==> config.mk <==
export PLATFORM = sky130hd
export DESIGN_NAME = servo_pwm_bank
export DESIGN_NICKNAME = d
export VERILOG_FILES = /design/src/rtl/servo_pwm_bank.sv
export SDC_FILE = /design/constraint.sdc
export NUM_CORES = 1
export LEC_CHECK = 0
export CAP_MARGIN = 25
export CORE_AREA = 2 2 126 159
export DETAILED_ROUTE_END_ITERATION = 10
export DIE_AREA = 0 0 128 161
export GPL_TIMING_DRIVEN = 0
export PLACE_DENSITY = 0.77
export SLEW_MARGIN = 20
export SYNTH_ARGS = -nofsm -noshare
export SYNTH_HDL_FRONTEND = slang
export SYNTH_SLANG_ARGS = --single-unit
==> constraint.sdc <==
create_clock -name clk -period 2.8 [get_ports clk]
set_clock_uncertainty 0.05 [all_clocks]
set_input_delay 0.56 -clock clk [delete_from_list [all_inputs] [get_ports clk]]
set_output_delay 0.56 -clock clk [all_outputs]
set_load 0.03 [all_outputs]
==> src/rtl/servo_pwm_bank.sv <==
// servo_pwm_bank
//   Multi-channel servo PWM generator. All channels share one frame counter
//   (tick); each channel drives its output high while tick is below its own
//   high-duration. Duty and period writes land in pending registers and are
//   copied to the active registers only at a frame boundary, so a frame is
//   never cut short or stretched by a mid-frame write.
//
// Ports
//   clk          clock
//   reset_n      asynchronous, active-low reset
//   enable       run/stop for the whole bank
//   wr_en        one-cycle strobe: high_pend[wr_ch] <= wr_high
//   wr_ch        channel index for wr_en (indices >= NCH are ignored)
//   wr_high      new high-duration in cycles
//   per_wr       one-cycle strobe: period_pend <= per_val
//   per_val      new period (frame length minus 1)
//   pwm          PWM outputs, bit i = channel i (registered)
//   frame_start  one-cycle pulse coinciding with tick == 0 of each frame
//
// Configuration
//   SERVO_PWM_SLEW_EN  when defined, each boundary moves a channel's active
//                      high-duration toward its pending value by at most
//                      SLEW_STEP cycles. Undefined: pending is loaded directly.

module servo_pwm_bank #(
  parameter int NCH            = 4,
  parameter int CW             = 20,
  parameter int DEFAULT_PERIOD = 999999,
  parameter int DEFAULT_HIGH   = 75000,
  parameter int SLEW_STEP      = 500
) (
  input  logic                                  clk,
  input  logic                                  reset_n,
  input  logic                                  enable,
  input  logic                                  wr_en,
  input  logic [((NCH > 1) ? $clog2(NCH) : 1)-1:0] wr_ch,
  input  logic [CW-1:0]                         wr_high,
  input  logic                                  per_wr,
  input  logic [CW-1:0]                         per_val,
  output logic [NCH-1:0]                        pwm,
  output logic                                  frame_start
);

  localparam int            CHW       = (NCH > 1) ? $clog2(NCH) : 1;
  localparam logic [CW-1:0] PeriodRst = CW'(DEFAULT_PERIOD);
  localparam logic [CW-1:0] HighRst   = CW'(DEFAULT_HIGH);

`ifdef SERVO_PWM_SLEW_EN
  localparam logic [CW-1:0] SlewStep  = CW'(SLEW_STEP);

  // Step from cur toward tgt by at most SlewStep, landing exactly on tgt
  // when it is within reach.
  function automatic logic [CW-1:0] slewToward(input logic [CW-1:0] cur,
                                               input logic [CW-1:0] tgt);
    logic [CW-1:0] diff;
    logic [CW-1:0] res;
    if (tgt >= cur) begin
      diff = tgt - cur;
      res  = (diff > SlewStep) ? cur + SlewStep : tgt;
    end else begin
      diff = cur - tgt;
      res  = (diff > SlewStep) ? cur - SlewStep : tgt;
    end
    return res;
  endfunction
`endif

  logic [CW-1:0]  tick_q,       tick_d;
  logic [CW-1:0]  periodAct_q,  periodAct_d;
  logic [CW-1:0]  periodPend_q, periodPend_d;
  logic [CW-1:0]  highAct_q  [NCH];
  logic [CW-1:0]  highAct_d  [NCH];
  logic [CW-1:0]  highPend_q [NCH];
  logic [CW-1:0]  highPend_d [NCH];
  logic [NCH-1:0] pwm_q,        pwm_d;
  logic           frameStart_q, frameStart_d;
  logic           bnd;

  // The boundary reads only registered pending values, so a write landing in
  // the boundary cycle is deferred to the following frame. Wrapping on >=
  // lets a shrunken period end an overlong frame on the next cycle.
  always_comb begin
    bnd          = enable && (tick_q >= periodAct_q);
    tick_d       = '0;
    if (enable && !bnd) begin
      tick_d = tick_q + CW'(1);
    end
    frameStart_d = bnd;

    periodPend_d = per_wr ? per_val : periodPend_q;
    periodAct_d  = periodAct_q;
    if (!enable || bnd) begin
      periodAct_d = periodPend_q;
    end

    for (int i = 0; i < NCH; i++) begin
      highPend_d[i] = highPend_q[i];
      if (wr_en && (wr_ch == CHW'(i))) begin
        highPend_d[i] = wr_high;
      end

      highAct_d[i] = highAct_q[i];
      if (!enable) begin
        // While stopped, track pending directly so the first frame after
        // enable already uses the latest values (no slew here).
        highAct_d[i] = highPend_q[i];
      end else if (bnd) begin
`ifdef SERVO_PWM_SLEW_EN
        highAct_d[i] = slewToward(highAct_q[i], highPend_q[i]);
`else
        highAct_d[i] = highPend_q[i];
`endif
      end

      pwm_d[i] = enable && (tick_q < highAct_q[i]);
    end
  end

  always_ff @(posedge clk or negedge reset_n) begin
    if (!reset_n) begin
      tick_q       <= '0;
      periodAct_q  <= PeriodRst;
      periodPend_q <= PeriodRst;
      pwm_q        <= '0;
      frameStart_q <= 1'b0;
      for (int i = 0; i < NCH; i++) begin
        highAct_q[i]  <= HighRst;
        highPend_q[i] <= HighRst;
      end
    end else begin
      tick_q       <= tick_d;
      periodAct_q  <= periodAct_d;
      periodPend_q <= periodPend_d;
      pwm_q        <= pwm_d;
      frameStart_q <= frameStart_d;
      for (int i = 0; i < NCH; i++) begin
        highAct_q[i]  <= highAct_d[i];
        highPend_q[i] <= highPend_d[i];
      end
    end
  end

  assign pwm         = pwm_q;
  assign frame_start = frameStart_q;

endmodule
# Yosys cells after proc, flatten, opt, wreduce, memory -nomap -nowiden
# Cells that the tools add are included.
[word_totals]
ff_bits = 225
latch_bits = 0
ramBits = 0
rom_bits = 0
inputBits = 47
out_inout_bits = 5
elab_cells = 46
n_memories = 0
[op_classes]
n_addsub = 1
mul = 0
div = 0
n_lt_le_gt_ge = 5
n_eq_ne = 4
shifts = 0
muxes = 9
bitwise_logic = 0
reduce_logical = 14
[op_table]
columns = ["cell", "count"]
rows = [
  ["$mux W20", 9],
  ["$lt A20 B20 Y1", 4],
  ["$add A20 B1 Y20 const B", 1],
  ["$ge A20 B20 Y1", 1],
  ["$logic_and A1 B1 Y1", 10],
  ["$eq A2 B2 Y1 const B", 2],
  ["$eq A2 B1 Y1 const B", 1],
  ["$logic_not A1 Y1", 2],
  ["$logic_not A2 Y1", 1],
  ["$ne A2 B1 Y1 const B", 1],
  ["$logic_or A1 B1 Y1", 1],
]

# Logic depth before layout (Yosys ltp)
[depth]
ltp_word = 5
depth_mapped = 12
ltp_nobuf = 8

# Worst setup path after synthesis
# OpenSTA, ideal clock, no wires.
[synth_path]
path_type = "register to register"
start = "register periodAct_q[5]"
end = "register highAct_q[0] (netlist bit)"
setup_ps = 125
t_arrival_ps = 2377
required_ps = 2625
path_slack_ps = 248
stages_incl_launch_ff = 11
n_path_buf = 2
synth_period_minus_slack_ps = 2552
path_cell_list = "dfstp_2 > inv_1 > ha_1 > a21o_1 > a221o_1 > a22o_1 > a211oi_2 > nand2_1 > buf_6 > buf_6 > mux2_4"
[synth_via]
elab_chain_len = 3
[synth_rtl]
columns = ["item", "line_no", "rtl"]
rows = [
  ["from (decl)", "69", "logic [CW-1:0] periodAct_q, periodAct_d;"],
  ["from (signal assigned)", "122", "periodAct_q <= PeriodRst;"],
  ["from (signal assigned)", "132", "periodAct_q <= periodAct_d;"],
  ["$ge A20 B20 Y1", "83", "bnd = enable && (tick_q >= periodAct_q);"],
  ["$logic_and A1 B1 Y1", "83", ""],
  ["$ne A2 B1 Y1 (no source line)", "--", ""],
  ["to (signal, indexed assignment)", "127", "highAct_q[i] <= HighRst;"],
  ["to (signal, indexed assignment)", "137", "highAct_q[i] <= highAct_d[i];"],
  ["to (decl)", "71", "logic [CW-1:0] highAct_q [NCH];"],
]
# Every way passes these cells.
# A chain may end at the register's enable or synchronous reset.

# Final worst setup path
[layout_path]
start = "register tick_q[13]"
end = "register highAct_q[29] (netlist bit)"
[layout_via]
elab_chain_len = 3
[layout_rtl]
columns = ["item", "line_no", "rtl"]
rows = [
  ["from (decl)", "68", "logic [CW-1:0] tick_q, tick_d;"],
  ["from (signal assigned)", "131", "tick_q <= tick_d;"],
  ["$ge A20 B20 Y1", "83", ""],
  ["$logic_and A1 B1 Y1", "83", ""],
  ["$ne A2 B1 Y1 (no source line)", "--", ""],
]
# Every way passes these cells.

==> impl_metrics.env <==
export IMPL_cp_end_kind="register"
export IMPL_ant_nets=0
export IMPL_syn_inst=855
export IMPL_fin_ws_ps=26.31
export IMPL_cts_sinks=225
export IMPL_slowest_stage="dfrtp_2"
export IMPL_die_x_um=128
export IMPL_cp_required_ps=3140
export IMPL_place_area_um2=12160
export IMPL_synth_area_leaders="dfrtp_1 30%, dfstp_2 20%, mux2_4 12%, mux2_2 11%, ha_1 11%"
export IMPL_p_comb_share_pct=17.7
export IMPL_viasPerCell=5.625
export IMPL_synth_compound_area_share_pct=4.394
export IMPL_yosys_area_top_type_share_pct=30.32
export IMPL_drv_slew=0
export IMPL_final_cell_mix="130 x dfrtp_1, 110 x mux2_2, 99 x inv_1"
export IMPL_synthArstFlopShare_pct=100.0
export IMPL_p_total_uw=8918
export IMPL_die_y_um=161
export IMPL_grt_pass1_vias=7046
export IMPL_clk_pin_slew_ps=60
export IMPL_finalCritPeriodShare_pct=99.06
export IMPL_worst_slew_pin_slew_ps=779.4
export IMPL_gr_total_overflow=0
export IMPL_pin_count=52
export IMPL_htree_levels=1
export IMPL_seqPwrFrac_pct=48.7
export IMPL_regArea_um2=5749
export IMPL_tns_ps=0
export IMPL_drc=0
export IMPL_start_util_pct=59.15
export IMPL_pre_cts_ws_ps=-28.02
export IMPL_coreArea_um2=19110
export IMPL_syn_area_um2=11310
export IMPL_irDropWorstVdd_uv=539.8
export IMPL_syn_nets=999
export IMPL_multi_input_area_um2=5047
export IMPL_yosysSeqAreaShare_pct=50.77
export IMPL_grt_max_degree=106
export IMPL_ff2ff_setup_slack_ps=30
export IMPL_critical_path_class="register to register"
export IMPL_wl_um=22280
export IMPL_yosys_area_top_type="dfrtp_1"
export IMPL_drive_above_1_share_pct=37.85
export IMPL_fin_crit_ps=2774
export IMPL_cts_tree="built"
export IMPL_yosysUniqueCellTypes=36
export IMPL_place_congestion=0.8320
export IMPL_critPathMaxFanout=10
export IMPL_antenna_found_initial=0
export IMPL_whs_ps=446.0
export IMPL_worstSkewPairLatency_ps=510
export IMPL_cts_root_buf="clkbuf_16"
export IMPL_io_buffers=50
export IMPL_n_fill_cell=1379
export IMPL_power_density_nw_per_um2=683.1
export IMPL_synth_edf_count=0
export IMPL_routedWlPerCell_um=18.77
export IMPL_drt_initial_drc_count=313
export IMPL_cts_made_buffers=23
export IMPL_setup_viol=0
export IMPL_internal_power_uw=6667
export IMPL_ys_warn_count=0
export IMPL_syn_area_per_cell_um2=13.22
export IMPL_ys_seq_elements=225
export IMPL_num_vias=6677
export IMPL_grtUsageTotal_pct=22.20
export IMPL_clkPwrFrac_pct=33.6
export IMPL_synthAdderAreaFrac_pct=10.73
export IMPL_synth_mux_area_share_pct=22.91
export IMPL_hp_class="register to register"
export IMPL_layout_commonest_cell="dfrtp_1"
export IMPL_drtPass1Iterations=4
export IMPL_cpPeakStageDelay_ps=490
export IMPL_fmax_mhz=360.5
export IMPL_syn2layout_area_growth_pct=15.47
export IMPL_worstPathCellList="ha_1 -> a21oi_1 -> o21ai_0 -> a221o_1 -> a211oi_2 -> nand2_2 -> clkbuf_16 -> buf_12 -> mux2_4"
export IMPL_ctsLongestPathBuffers=3
export IMPL_p_leak_uw=0.006243
export IMPL_diodes=0
export IMPL_maxCapViolations=0
export IMPL_synth_simple_area_share_pct=4.914
export IMPL_rows=57
export IMPL_synth_top_family_by_area="multiplexers"
export IMPL_power_switching_share_pct=25.24
export IMPL_maxSlewHeadroom_pct=48.04
export IMPL_nets=1079
export IMPL_power_switching_uw=2251
export IMPL_worstPathArrival_ps=3120
export IMPL_hpwl_um=15610
export IMPL_hold_viol=0
export IMPL_yosys_most_used_dff="dfrtp_1"
export IMPL_start_kind="register"
export IMPL_outcome="finished, final reports clean"
export IMPL_fin_area_um2=13060
export IMPL_synth_xor_area_share_pct=1.394
export IMPL_grt_pass1_wl_um=36290
export IMPL_dieArea_um2=20610
[worst max-delay path: cells and delay by family (launching register included)]
| kind | cells | cell delay, ps |
|---|---|---|
| simple gates | 1 | 160 |
| buf+inv | 2 | 370 |
| fa+ha+maj | 1 | 350 |
| mux | 1 | 300 |
| compound gates | 4 | 930 |
| flops | 1 | 490 |
[kinds of logic (layout without fill, tap and decap cells)]
logic type / after synthesis / in the layout
and+or+nand+nor: 113 / 113
muxes: 200 / 200
DFF: 225 / 225
AOI/OAI and AO/OA: 76 / 76
xor gates and xnor gates: 18 / 18
buffers and inverters: 126 / 222
adders and majority gates: 97 / 97
[Yosys cell counts, drive strengths merged (8+ instances only)]
| cell | number |
|---|---|
| a211oi | 8 |
| a21oi | 31 |
| buf | 13 |
| clkbuf | 13 |
| dfrtp | 137 |
| dfstp | 88 |
| ha | 97 |
| inv | 100 |
| mux2 | 200 |
| nand2 | 29 |
| nand3 | 9 |
| nand4 | 12 |
| nor2 | 32 |
| o21ai | 12 |
| xor2 | 13 |
[metrics by stage]
stage | util [%] | cells
final | 68.30 | 1187
after global routing | 68.30 | 1187
after CTS | 67.62 | 1185
after detailed placement | 63.63 | 1143
after global placement | 63.32 | 1141
after floorplan | - | 855
[power groups by stage]
| stage | Sequential (µW) | Combinational, µW | Clock, µW |
|---|---|---|---|
| 3_5_place_dp | 4380 | 1570 | 0 |
| 6_report | 4340 | 1580 | 3000 |
| 4_1_cts | 4340 | 1580 | 3060 |
| 3_3_place_gp | 4360 | 1500 | 0 |
| 2_1_floorplan | 4270 | 1180 | 0 |
| 5_1_grt | 4410 | 1760 | 3180 |
[flip-flops by register name, indices dropped and copies added (netlist names)]
signal / count
frame_start: 1
pwm: 4
tick_q: 20
periodAct_q: 20
highPend_q: 80
periodPend_q: 20
highAct_q: 80
[layer usage]
| layer | up-vias | GRT usage (%) | share of wire (%) |
|---|---|---|---|
| met4 | 0 | 4.995 | 1.7 |
| met2 | 107 | 40.54 | 53 |
| met1 | 3410 | 28.16 | 42 |
| met3 | 30 | 2.782 | 3.2 |
| met5 | - | 0 | 0 |
| li1 | 3130 | - | - |
[timing repair]
action	CTS	global route
setup buffers	0	2
endpoints found under the setup margin	69	110
resized for setup	4	25
hold endpoints to repair	14	0
gates cloned	0	1
hold buffers	1	0
pin swaps	1	4
[path summary, 6_finish.rpt]
path,depth (start not counted),endpoint,from
max,9,highAct_q[29],tick_q[13]
min,1,highAct_q[74],highPend_q[74]
max reg2reg,9,highAct_q[29],tick_q[13]
min reg2reg,1,highAct_q[74],highPend_q[74]
max in group asynchronous,3,highPend_q[13],reset_n
min in group asynchronous,2,highPend_q[42],reset_n
[final cells by class]
type	count	area share [%]
multi-input combinational	504	38.66
sequential	225	44.04
clock inverter	12	0.7188
tap	236	2.262
inverter	100	2.875
clock buffer	29	4.965
buffer	25	1.802
timing repair buffer	56	4.677
Note: power is estimated with default switching activity, not from simulation.
